<file path="src/rtl/lsu_pkg.sv">
// Shared types and helpers for the byte-serial load/store unit: FSM states,
// RV32 load func3 codes and the func3 -> byte-count mapping.
package lsu_pkg;

    typedef enum logic [1:0] {
        IDLE   = 2'd0,
        ACCESS = 2'd1,
        RESP   = 2'd2
    } lsu_state_t;

    localparam logic [2:0] F3_LB  = 3'b000;
    localparam logic [2:0] F3_LH  = 3'b001;
    localparam logic [2:0] F3_LW  = 3'b010;
    localparam logic [2:0] F3_LBU = 3'b100;
    localparam logic [2:0] F3_LHU = 3'b101;

    // Size is carried by func3[1:0]; the unused codes fall through to word.
    function automatic logic [2:0] byte_count(input logic [2:0] func3);
        case (func3[1:0])
            2'b00:   byte_count = 3'd1;
            2'b01:   byte_count = 3'd2;
            default: byte_count = 3'd4;
        endcase
    endfunction

endpackage

</file>
<file path="src/rtl/lsu_extend.sv">
// Combinational load-data extension: picks the low byte/half/word of the
// assembled accumulator and sign- or zero-extends it according to func3.
module lsu_extend
    import lsu_pkg::*;
(
    input  logic [2:0]  func3,
    input  logic [31:0] acc,
    output logic [31:0] rdata
);

    always_comb begin
        rdata = acc;
        case (func3)
            F3_LB:   rdata = {{24{acc[7]}}, acc[7:0]};
            F3_LH:   rdata = {{16{acc[15]}}, acc[15:0]};
            F3_LBU:  rdata = {24'd0, acc[7:0]};
            F3_LHU:  rdata = {16'd0, acc[15:0]};
            default: rdata = acc;
        endcase
    end

endmodule

</file>
<file path="src/rtl/load_store_unit.sv">
// Byte-serial, big-endian load/store sequencer for a byte-wide data RAM.
// Optional macro LSU_MISALIGN_TRAP_EN: misaligned h/w accesses return rsp_err without touching memory.
module load_store_unit
    import lsu_pkg::*;
#(
    parameter int WA  = 32,
    parameter int WAM = 20,
    parameter int WD  = 32
) (
    input  logic           clk,
    input  logic           rst,
    input  logic           req_valid,
    output logic           req_ready,
    input  logic           req_write,
    input  logic [2:0]     req_func3,
    input  logic [WA-1:0]  req_addr,
    input  logic [WD-1:0]  req_wdata,
    output logic           rsp_valid,
    output logic [WD-1:0]  rsp_rdata,
    output logic           rsp_err,
    output logic [WAM-1:0] mem_addr,
    output logic           mem_we,
    output logic [7:0]     mem_wbyte,
    input  logic [7:0]     mem_rbyte
);

    lsu_state_t     state_q, state_d;
    logic [WAM-1:0] base_q, base_d;
    logic [2:0]     func3_q, func3_d;
    logic           write_q, write_d;
    logic [WD-1:0]  wdata_q, wdata_d;
    logic [1:0]     idx_q, idx_d;
    logic [31:0]    acc_q, acc_d;
    logic           err_q, err_d;

    logic [2:0]     n_bytes;
    logic [1:0]     last_idx;
    logic [1:0]     byte_sel;
    logic [2:0]     req_n;
    logic           misaligned;
    logic [31:0]    ext_rdata;

    // Upper core-address bits are deliberately dropped by the memory port.
    logic unused_addr_hi;
    assign unused_addr_hi = ^req_addr[WA-1:WAM];

    assign req_n = byte_count(req_func3);

`ifdef LSU_MISALIGN_TRAP_EN
    assign misaligned = ((req_n == 3'd2) && req_addr[0]) ||
                        ((req_n == 3'd4) && (req_addr[1:0] != 2'b00));
`else
    assign misaligned = 1'b0;
`endif

    assign n_bytes  = byte_count(func3_q);
    assign last_idx = 2'(n_bytes - 3'd1);
    // Big-endian: the first byte cycle carries the most significant byte.
    assign byte_sel = last_idx - idx_q;

    lsu_extend u_extend (
        .func3 (func3_q),
        .acc   (acc_q),
        .rdata (ext_rdata)
    );

    assign req_ready = (state_q == IDLE);

    always_comb begin
        state_d   = state_q;
        base_d    = base_q;
        func3_d   = func3_q;
        write_d   = write_q;
        wdata_d   = wdata_q;
        idx_d     = idx_q;
        acc_d     = acc_q;
        err_d     = err_q;
        mem_addr  = '0;
        mem_we    = 1'b0;
        mem_wbyte = 8'd0;
        rsp_valid = 1'b0;
        rsp_rdata = '0;
        rsp_err   = 1'b0;
        case (state_q)
            IDLE: begin
                if (req_valid) begin
                    base_d  = req_addr[WAM-1:0];
                    func3_d = req_func3;
                    write_d = req_write;
                    wdata_d = req_wdata;
                    idx_d   = 2'd0;
                    acc_d   = 32'd0;
                    err_d   = misaligned;
                    state_d = misaligned ? RESP : ACCESS;
                end
            end
            ACCESS: begin
                mem_addr = base_q + WAM'(idx_q);
                mem_we   = write_q;
                if (write_q) begin
                    mem_wbyte = 8'(wdata_q >> {byte_sel, 3'b000});
                end else begin
                    acc_d = {acc_q[23:0], mem_rbyte};
                end
                if (idx_q == last_idx) begin
                    state_d = RESP;
                end else begin
                    idx_d = idx_q + 2'd1;
                end
            end
            RESP: begin
                rsp_valid = 1'b1;
                rsp_err   = err_q;
                rsp_rdata = (write_q || err_q) ? '0 : WD'(ext_rdata);
                state_d   = IDLE;
            end
            default: state_d = IDLE;
        endcase
    end

    always_ff @(posedge clk or posedge rst) begin
        if (rst) begin
            state_q <= IDLE;
            base_q  <= '0;
            func3_q <= 3'd0;
            write_q <= 1'b0;
            wdata_q <= '0;
            idx_q   <= 2'd0;
            acc_q   <= 32'd0;
            err_q   <= 1'b0;
        end else begin
            state_q <= state_d;
            base_q  <= base_d;
            func3_q <= func3_d;
            write_q <= write_d;
            wdata_q <= wdata_d;
            idx_q   <= idx_d;
            acc_q   <= acc_d;
            err_q   <= err_d;
        end
    end

endmodule

</file>
<file path="config.mk">
export PLATFORM = sky130hd
export DESIGN_NAME = load_store_unit
export DESIGN_NICKNAME = d
export VERILOG_FILES = /design/src/rtl/lsu_pkg.sv /design/src/rtl/lsu_extend.sv /design/src/rtl/load_store_unit.sv
export SDC_FILE = /design/constraint.sdc
export NUM_CORES = 1
export LEC_CHECK = 0
export CAP_MARGIN = 25
export CORE_MARGIN = 1.5
export CORE_UTILIZATION = 50
export DETAILED_ROUTE_END_ITERATION = 10
export GPL_TIMING_DRIVEN = 0
export PLACE_DENSITY = 0.84
export SLEW_MARGIN = 20
export SYNTH_ARGS = -nofsm -noshare
export SYNTH_HDL_FRONTEND = slang
export SYNTH_SLANG_ARGS = --single-unit
</file>
<file path="constraint.sdc">
create_clock -name clk -period 6.27 [get_ports clk]
set_clock_uncertainty 0.1 [all_clocks]
set_input_delay 1.5675 -clock clk [delete_from_list [all_inputs] [get_ports clk]]
set_output_delay 1.5675 -clock clk [all_outputs]
set_load 0.005 [all_outputs]
</file>
==> impl_metrics.yaml, run 1 <==
routing:
  drtAntennaViolNets: 0
  drc_viols: 0
  avgViaCountPerCell: 5.38
  routed-via-count: 4138
  postRouteWirelength_um: 11800
  drt_pass1_iterations: 4
  avgRoutedWirePerCell_um: 15.3
  initialDrtViolationCount: 195
sta:
  slew_viol_final: 0
  maxClockFrequency_ghz: 0.216
  hold_violations: 0
  max-slew-margin-rel: 0.602
  worstMarginPinSlew_ps: 597
  tns_ps: 0
  grt_setup_unrepaired: "no"
  timing.final.setup_violations: 0
  layout_worst_path_cycle_share: 0.739
  final_period_minus_worst_setup_slack_ps: 4640
finish:
  num_antenna_cells: 0
  final_nets: 739
  fillerInstances: 679
  final_instance_area_mm2: 0.00622
  multi_input_area_mm2: 0.00203
  area_taken_by_flip_flops_and_latches_mm2: 0.00230
  area_growth_pct: 36.9
  stdcell_count: 769
  layout-drive-gt1-share: 0.0424
critical_path:
  timing.critical_path.from_type: "flip-flop"
  timing.critical_path.arrival_ps: 2970
  cp_top_family: "simple AND/OR/NAND/NOR gates"
  slowest_delay_ps: 510
  critical_path.cell_chain: "ha_1 -> fa_1 -> nand4_1 -> or2_2 -> or3_1 -> a21oi_1 -> clkdlybuf4s50_1"
  critPathSlowestCell: "sky130_fd_sc_hd__clkdlybuf4s50_1"
  worst-path-max-fanout: 7
  critical_path_buf_inv_count: 1
  end_kind: "output port"
  worst_ep_required_time_ps: 4600
  path_class: "flip-flop to output port"
placed_design:
  detailedPlacementHpwl_um: 8530
  globalplace.congestion: 0.832
  buffer_ports.inserted: 129
  dpl_cell_area_mm2: 0.00600
  dp_cells: 753
synthesis:
  synth-async-reset-ratio: 1.00
  synth_enable_flop_cells: 0
  syn_nets: 598
  synth_common_cells: "sky130_fd_sc_hd__nand2_1, sky130_fd_sc_hd__dfrtp_1, sky130_fd_sc_hd__a21oi_1, sky130_fd_sc_hd__a22o_1, sky130_fd_sc_hd__clkbuf_1"
  synthDistinctLibCells: 42
  avgSynthCellArea_um2: 8.83
  synth_seq_cells: 92
  synthDominantAreaCellType: "sky130_fd_sc_hd__dfrtp_1"
  synth-seq-area-share: 0.506
  syn_inst: 515
  synth.cell_area_mm2: 0.00455
  synthMostInstantiatedCell: "sky130_fd_sc_hd__nand2_1"
  top_area_cells_in_the_synthesized_netlist: "sky130_fd_sc_hd__dfrtp_1, sky130_fd_sc_hd__nand2_1, sky130_fd_sc_hd__a22o_1"
  yosysWarningCount: 0
  dominantRegCellSynth: "sky130_fd_sc_hd__dfrtp_1"
  netlist.area_leader.share: 0.506
global_route:
  globalRoute.totalOverflow: 0
  pin_count_of_the_biggest_net_entering_global_routing: 56
  first_global_vias: 4088
  groute.usage.overall: 0.252
  number_of_antenna_violations_at_the_first_check_in_global_routing: 0
  wire_length_of_the_first_global_routing_pass_um: 19800
clock_network:
  cts-htree-levels: 3
  cts_tree: "built"
  cts.hold.buffers_added: 0
  clock-root-buffer: "sky130_fd_sc_hd__clkbuf_8"
  clk_transition_reported_paths_ps: 90
  cts_inserted_buffers: 9
  tritoncts_num_sinks: 92
  cts_resized: 0
  clk_path_buf_depth: 2
  cts_post_setup_buffers_inserted: 0
  worst_skew_pair_latency_ps: 340
die:
  initial_utilization: 0.519
  placeableCoreArea_mm2: 0.00876
  die-width_um: 98.4
  pin_count: 143
  die_h_um: 98.4
  fp-row-count: 34
  die_area_mm2: 0.00967
power:
  total_power_mw: 2.90
  leakage_nw: 2.80
  p_per_area_mw_per_mm2: 466
  peak_supply_drop_uv: 251
worst_hold_path:
  hold_path.class: "flip-flop to flip-flop"
job:
  drv.max_cap_violation_count: 0
status:
  outcome: "finished clean"
flip-flops by register name, summed over array words and instances (netlist names):
signal   flops
state_q      2
acc_q       32
base_q      20
func3_q      3
write_q      1
idx_q        2
wdata_q     32
final timing paths:
path / endpoint / from / slack, ps / cells after the start
max in group asynchronous: acc_q[13]$_DFFE_PP0P_ / rst / 3950 / 3
setup reg to reg: idx_q[1]$_DFFE_PP0P_ / func3_q[1]$_DFFE_PP0P_ / 4190 / 6
hold reg to reg: wdata_q[6]$_DFFE_PP0P_ / wdata_q[6]$_DFFE_PP0P_ / 390 / 2
setup / recovery: mem_addr[18] / idx_q[0]$_DFFE_PP0P_ / 1630 / 7
hold / removal: wdata_q[6]$_DFFE_PP0P_ / wdata_q[6]$_DFFE_PP0P_ / 390 / 2
min in group asynchronous: wdata_q[19]$_DFFE_PP0P_ / rst / 1500 / 2
through the flow:
stage	worst slack (ps)	hold WS [ps]	utilization
6_report	1630	387	0.710
5_1_grt	1420	406	0.710
4_1_cts	1640	387	0.710
3_5_place_dp	2030	363	0.685
3_3_place_gp	876	357	0.682
2_1_floorplan	2210	345	-
layout by cell type, fill, tap and decap left out, types with 5 or more instances in the layout:
| cell | instances |
|---|---|
| sky130_fd_sc_hd__nand2_1 | 170 |
| sky130_fd_sc_hd__clkdlybuf4s50_1 | 129 |
| sky130_fd_sc_hd__dfrtp_1 | 92 |
| sky130_fd_sc_hd__a22o_1 | 32 |
| sky130_fd_sc_hd__a21oi_1 | 32 |
| sky130_fd_sc_hd__clkbuf_1 | 25 |
| sky130_fd_sc_hd__nor2_1 | 21 |
| sky130_fd_sc_hd__inv_1 | 21 |
| sky130_fd_sc_hd__mux2i_1 | 18 |
| sky130_fd_sc_hd__o21ai_0 | 16 |
| sky130_fd_sc_hd__and2_1 | 11 |
| sky130_fd_sc_hd__xnor2_1 | 11 |
| sky130_fd_sc_hd__clkbuf_8 | 9 |
| sky130_fd_sc_hd__o22ai_1 | 8 |
| sky130_fd_sc_hd__nor4_1 | 5 |
worst reg2reg max path: cells and delay by family (launching register included):
kind / cells / cell delay, ps
DFF: 1 / 380
buffers and inverters: 1 / 330
AOI/OAI and AO/OA: 2 / 210
and+or+nand+nor: 2 / 570
adders and majority gates: 1 / 370
kinds of logic (layout without fill, tap and decap cells):
logic type / after synthesis / in the layout / synth area share
simple gates: 238 / 238 / 0.226
other cells: 1 / 1 / 0.000825
xor+xnor: 13 / 13 / 0.0267
mux: 18 / 18 / 0.0396
compound gates: 97 / 97 / 0.141
flops: 92 / 92 / 0.506
fa+ha+maj: 4 / 4 / 0.0127
buf+inv: 52 / 198 / 0.0471
routing by layer:
layer / up-vias / share of wire / global-route usage
li1: 2008 / - / -
met1: 1989 / 0.44 / 0.348
met2: 124 / 0.49 / 0.409
met3: 17 / 0.058 / 0.0451
met4: 0 / 0.014 / 0.0737
met5: - / 0 / 0
power by group:
part | internal [mW] | switching (mW)
clock network | 0.227 | 0.210
registers | 0.867 | 0.250
logic | 0.642 | 0.705
area by class of cell:
class	count	share of cell area
Buffer	30	0.0211
Multi-Input combinational cell	371	0.326
Timing Repair Buffer	130	0.212
Clock inverter	7	0.0157
Clock buffer	9	0.0199
Tap cell	108	0.0217
Sequential cell	92	0.370
Inverter	22	0.0137
(Power assumes the default switching activity.)
==> run 2, diff against run 1 <==
CORE_UTILIZATION = 47   (was 50)
PLACE_DENSITY = 0.8   (was 0.84)
clock period = 4.6 ns   (was 6.27 ns; I/O delays follow)
==> run 2 against run 1 <==
Core utilization fell by 3.5 points. Sequential cell count did not move. Worst setup slack got worse by 1300 ps. Design area rose by 1.2%. Count of clock-buffer cells in the layout rose by 1. Non-clock buffer count did not move. Global-route usage fell by 1.4 points. Hold slack got worse by 5.3 ps. Combinational power rose by 36%. Sequential power rose by 36%. Via count fell by 0.41%. Clock power rose by 64%. Largest cell class unchanged.
==> impl_metrics.yaml, run 2 (synthesis results as in run 1) <==
status:
  outcome: "finished clean"
routing:
  avgRoutedWirePerCell_um: 14.8
  routed-via-count: 4121
  drc_viols: 0
  postRouteWirelength_um: 11700
  wirelength_met1_um: 5220
  drt_pass1_iterations: 6
  wl_met3_um: 614
  topRoutingLayerUsed: "met4"
  drtAntennaViolNets: 0
  met2RoutedLength_um: 5640
  initialDrtViolationCount: 227
  avgViaCountPerCell: 5.22
finish:
  layout_common_cells: "sky130_fd_sc_hd__nand2_1, sky130_fd_sc_hd__clkdlybuf4s50_1, sky130_fd_sc_hd__dfrtp_1"
  num_antenna_cells: 0
  layout-drive-gt1-share: 0.0424
  final_nets: 739
  fillerInstances: 743
  area_growth_pct: 38.6
  area_taken_by_flip_flops_and_latches_mm2: 0.00230
  layout.cells.most_common: "sky130_fd_sc_hd__nand2_1"
  biggestRegsByFlops: "acc_q (32), wdata_q (32), base_q (20)"
  multi_input_area_mm2: 0.00203
  stdcell_count: 790
placed_design:
  pre_cts_ws_ps: 728
  detailedPlacementHpwl_um: 8470
  dp_cells: 774
  globalplace.congestion: 0.838
  buffer_ports.inserted: 129
clock_network:
  cts_post_setup_buffers_inserted: 0
  cts_inserted_buffers: 9
  tritoncts_num_sinks: 92
  cts.hold.buffers_added: 0
  clk_path_buf_depth: 2
  cts-htree-levels: 3
  clock-root-buffer: "sky130_fd_sc_hd__clkbuf_8"
  clk_transition_reported_paths_ps: 90
  cts_tree: "built"
  worst_skew_pair_latency_ps: 360
  cts_resized: 0
sta:
  timing.final.setup_violations: 0
  worst_slack_ps: 314
  layout_worst_path_cycle_share: 0.932
  worstMarginPinSlew_ps: 592
  grt_setup_unrepaired: "no"
  max-slew-margin-rel: 0.602
  hold_violations: 0
  slew_viol_final: 0
  final_period_minus_worst_setup_slack_ps: 4290
  tns_ps: 0
  maxClockFrequency_ghz: 0.233
global_route:
  globalRoute.totalOverflow: 0
  wire_length_of_the_first_global_routing_pass_um: 19000
  groute.usage.overall: 0.237
  number_of_antenna_violations_at_the_first_check_in_global_routing: 0
  pin_count_of_the_biggest_net_entering_global_routing: 58
  first_global_vias: 4112
die:
  placeableCoreArea_mm2: 0.00933
  pin_count: 143
  initial_utilization: 0.487
  fp-row-count: 35
  die_area_mm2: 0.0103
  die_h_um: 101
  die-width_um: 101
critical_path:
  path_class: "flip-flop to output port"
  worst-path-max-fanout: 10
  end_kind: "output port"
  timing.critical_path.from_type: "flip-flop"
  critPathSlowestCell: "sky130_fd_sc_hd__clkdlybuf4s50_1"
  slowest_delay_ps: 550
  timing.critical_path.arrival_ps: 3040
  worst_ep_required_time_ps: 3350
  critical_path.cell_chain: "clkbuf_1 -> nor2_1 -> ha_1 -> xor2_2 -> buf_6 -> mux2i_1 -> o22ai_1 -> clkdlybuf4s50_1"
power:
  peak_supply_drop_uv: 348
  leakage_nw: 2.82
  p_per_area_mw_per_mm2: 645
worst_hold_path:
  hold_path.class: "flip-flop to flip-flop"
job:
  drv.max_cap_violation_count: 0
-- run 2: cell types whose count changed in the layout (fill, tap and decap cells not counted) --
cell,change
sky130_fd_sc_hd__bufinv_16,+2
sky130_fd_sc_hd__clkinv_2,-1
sky130_fd_sc_hd__clkbuf_8,+1
sky130_fd_sc_hd__inv_6,-2
-- run 2: critical path: cells and delay by family, from the launching register on --
family | cells | cell delay [ps]
DFF | 1 | 360
xor gates and xnor gates | 1 | 490
buffers and inverters | 3 | 1140
adders and majority gates | 1 | 240
and+or+nand+nor | 1 | 120
AOI/OAI and AO/OA | 1 | 220
muxes | 1 | 90
-- run 2: per-layer routing --
metal,vias to the layer above,GRT usage
li1,1999,-
met1,1983,0.310
met2,119,0.395
met3,20,0.0435
met4,0,0.0919
met5,-,0
-- run 2: cell type report --
cell class	count	share of cell area
plain buffers	30	0.0208
multi-input cells	371	0.322
well taps	129	0.0256
repair buffers	130	0.209
clock inverters	6	0.0214
inverters	22	0.0135
flip-flops and latches	92	0.365
clock buffers	10	0.0218
-- run 2: path summary, 6_finish.rpt --
| check | startpoint | end | slack [ps] | cells past startpoint |
|---|---|---|---|---|
| setup / recovery | func3_q[1]$_DFFE_PP0P_ | mem_wbyte[7] | 310 | 8 |
| hold / removal | wdata_q[18]$_DFFE_PP0P_ | wdata_q[18]$_DFFE_PP0P_ | 380 | 2 |
| setup reg to reg | func3_q[1]$_DFFE_PP0P_ | idx_q[1]$_DFFE_PP0P_ | 2500 | 6 |
| hold reg to reg | wdata_q[18]$_DFFE_PP0P_ | wdata_q[18]$_DFFE_PP0P_ | 380 | 2 |
| max in group asynchronous | rst | base_q[5]$_DFFE_PP0P_ | 2710 | 3 |
| min in group asynchronous | rst | acc_q[16]$_DFFE_PP0P_ | 1060 | 2 |
-- run 2: power breakdown --
part / leakage (nW) / switching [mW] / internal (mW)
logic: 1.52 / 0.961 / 0.875
registers: 1.17 / 0.334 / 1.18
clock network: 0.129 / 0.284 / 0.430
-- run 2: through the flow --
stage | power [mW] | hold WS, ps | utilization | cell area [um2]
floorplan | 2.64 | 345 | - | 4550
global placement | 3.27 | 358 | 0.643 | 6000
detailed placement | 3.34 | 362 | 0.646 | 6030
CTS | 4.07 | 383 | 0.676 | 6300
global route | 4.36 | 405 | 0.676 | 6300
finish | 4.07 | 381 | 0.676 | 6300
==> run 3, diff against run 2 <==
CORE_UTILIZATION = 45   (was 47)
PLACE_DENSITY = 0.77   (was 0.8)
==> run 3 against run 2 <==
Hold slack better by 4.0 ps. Register-to-register slack better by 30 ps. Combinational power hardly changed.
==> impl_metrics.yaml, run 3 (synthesis results as in run 1) <==
sta:
  slew_viol_final: 0
  max-slew-margin-rel: 0.565
  grt_setup_unrepaired: "no"
  timing.final.setup_violations: 0
  maxClockFrequency_ghz: 0.234
  layout_worst_path_cycle_share: 0.931
  worstMarginPinSlew_ps: 648
  final.hold.worst_slack_ps: 385
  hold_violations: 0
  final_period_minus_worst_setup_slack_ps: 4280
global_route:
  wire_length_of_the_first_global_routing_pass_um: 19000
  groute.usage.overall: 0.218
  first_global_vias: 3930
  number_of_antenna_violations_at_the_first_check_in_global_routing: 0
  globalRoute.totalOverflow: 0
  pin_count_of_the_biggest_net_entering_global_routing: 54
routing:
  drc_viols: 0
  routed-via-count: 4097
  drtAntennaViolNets: 0
  avgViaCountPerCell: 5.16
  initialDrtViolationCount: 166
  postRouteWirelength_um: 11500
  avgRoutedWirePerCell_um: 14.4
  drt_pass1_iterations: 4
die:
  die_h_um: 104
  fp-row-count: 36
  initial_utilization: 0.465
  placeableCoreArea_mm2: 0.00977
  die-width_um: 104
  pin_count: 143
  die_area_mm2: 0.0107
critical_path:
  end_kind: "output port"
  path_class: "flip-flop to output port"
  worst-r2r-setup-slack_ps: 2530
  critical_path_buf_inv_count: 1
  reg2reg_depth: 6
  total_stage_count_of_the_critical_path: 7
  slowest_delay_ps: 520
  cp_top_family: "simple AND/OR/NAND/NOR gates"
  timing.critical_path.from_type: "flip-flop"
  timing.critical_path.arrival_ps: 3030
  worst-path-max-fanout: 7
  worst_r2r_startpoint: "func3_q[1]$_DFFE_PP0P_"
  worst_r2r_endpoint: "idx_q[1]$_DFFE_PP0P_"
  critPathSlowestCell: "sky130_fd_sc_hd__clkdlybuf4s50_1"
  critical_path.cell_chain: "ha_1 -> fa_1 -> nand4_1 -> or2_2 -> or3_1 -> a21oi_1 -> clkdlybuf4s50_1"
  worst_ep_required_time_ps: 3350
placed_design:
  globalplace.congestion: 0.863
  buffer_ports.inserted: 129
  detailedPlacementHpwl_um: 8420
  dpl_cell_area_mm2: 0.00603
clock_network:
  cts_inserted_buffers: 9
  clk_path_buf_depth: 2
  clock-root-buffer: "sky130_fd_sc_hd__clkbuf_8"
  clk_transition_reported_paths_ps: 90
  cts-htree-levels: 3
  cts_resized: 0
  cts.hold.buffers_added: 0
  cts_post_setup_buffers_inserted: 0
  tritoncts_num_sinks: 92
  cts_tree: "built"
  worst_skew_pair_latency_ps: 350
finish:
  final_nets: 739
  layout_common_cells: "sky130_fd_sc_hd__nand2_1, sky130_fd_sc_hd__clkdlybuf4s50_1, sky130_fd_sc_hd__dfrtp_1"
  final_instance_area_mm2: 0.00623
  fillerInstances: 837
  biggestRegsByFlops: "acc_q (32), wdata_q (32), base_q (20)"
  num_antenna_cells: 0
  layout.cells.most_common: "sky130_fd_sc_hd__nand2_1"
  area_growth_pct: 37.1
  layout-drive-gt1-share: 0.0424
power:
  peak_supply_drop_uv: 277
  leakage_nw: 2.79
  p_per_area_mw_per_mm2: 621
worst_hold_path:
  holdPathStages: 2
  hold_path.class: "flip-flop to flip-flop"
  worst_hold_path.endpoint: "wdata_q[28]$_DFFE_PP0P_"
  worst_hold_startpoint: "wdata_q[28]$_DFFE_PP0P_"
status:
  outcome: "finished clean"
job:
  drv.max_cap_violation_count: 0
==> run 3: cell types whose count changed in the layout (fill, tap and decap cells not counted) <==
cell	delta
sky130_fd_sc_hd__bufinv_16	-3
sky130_fd_sc_hd__clkinv_4	+2
sky130_fd_sc_hd__inv_6	+1
sky130_fd_sc_hd__clkinv_2	+1
sky130_fd_sc_hd__clkbuf_8	-1
==> run 3: tightest hold or removal path: stages (launching register included) <==
cell and delay (ps):
sky130_fd_sc_hd__dfrtp_1 350, sky130_fd_sc_hd__nand2_1 50, sky130_fd_sc_hd__nand2_1 60
==> run 3: worst max-delay path by stage <==
stage | endpoint | slack (ps) | start
detailed placement | mem_addr[18] | 710 | idx_q[0]$_DFFE_PP0P_
CTS | mem_addr[18] | 320 | idx_q[0]$_DFFE_PP0P_
finish | mem_addr[18] | 320 | idx_q[0]$_DFFE_PP0P_
floorplan | acc_q[0]$_DFFE_PP0P_ | 960 | rst
global route | mem_addr[18] | 120 | idx_q[0]$_DFFE_PP0P_
global placement | base_q[17]$_DFFE_PP0P_ | -390 | rst
==> run 3: per-layer routing <==
metal / vias up / track usage / wire [um]
met4: 0 / 0.0694 / 175
met5: - / 0 / 0
met3: 14 / 0.0396 / 633
li1: 2008 / - / -
met2: 133 / 0.350 / 5340
met1: 1942 / 0.302 / 5310
==> run 3: power by group <==
part           leakage, nW  switching, mW  internal (mW)
combinational         1.52          0.945          0.873
sequential            1.17          0.330           1.18
clock               0.0958          0.289          0.254
==> run 3: per-stage QoR <==
step           std cells  power, mW  setup WS, ps   util  setup TNS, ps
2_1_floorplan        515       2.64           958      -              0
3_3_place_gp         777       3.27          -386  0.614         -35090
3_5_place_dp         778       3.34           710  0.617              0
4_1_cts              794       3.89           316  0.638              0
5_1_grt              794       4.18           121  0.638              0
6_report             794       3.87           318  0.638              0
==> run 3: cell type report <==
cell class | instances | area (um2) | share of cell area
Buffer | 30 | 131 | 0.0211
Clock buffer | 9 | 124 | 0.0199
Clock inverter | 7 | 76.3 | 0.0122
Inverter | 22 | 85.1 | 0.0136
Multi-Input combinational cell | 371 | 2030 | 0.326
Sequential cell | 92 | 2300 | 0.369
Tap cell | 133 | 166 | 0.0267
Timing Repair Buffer | 130 | 1320 | 0.212
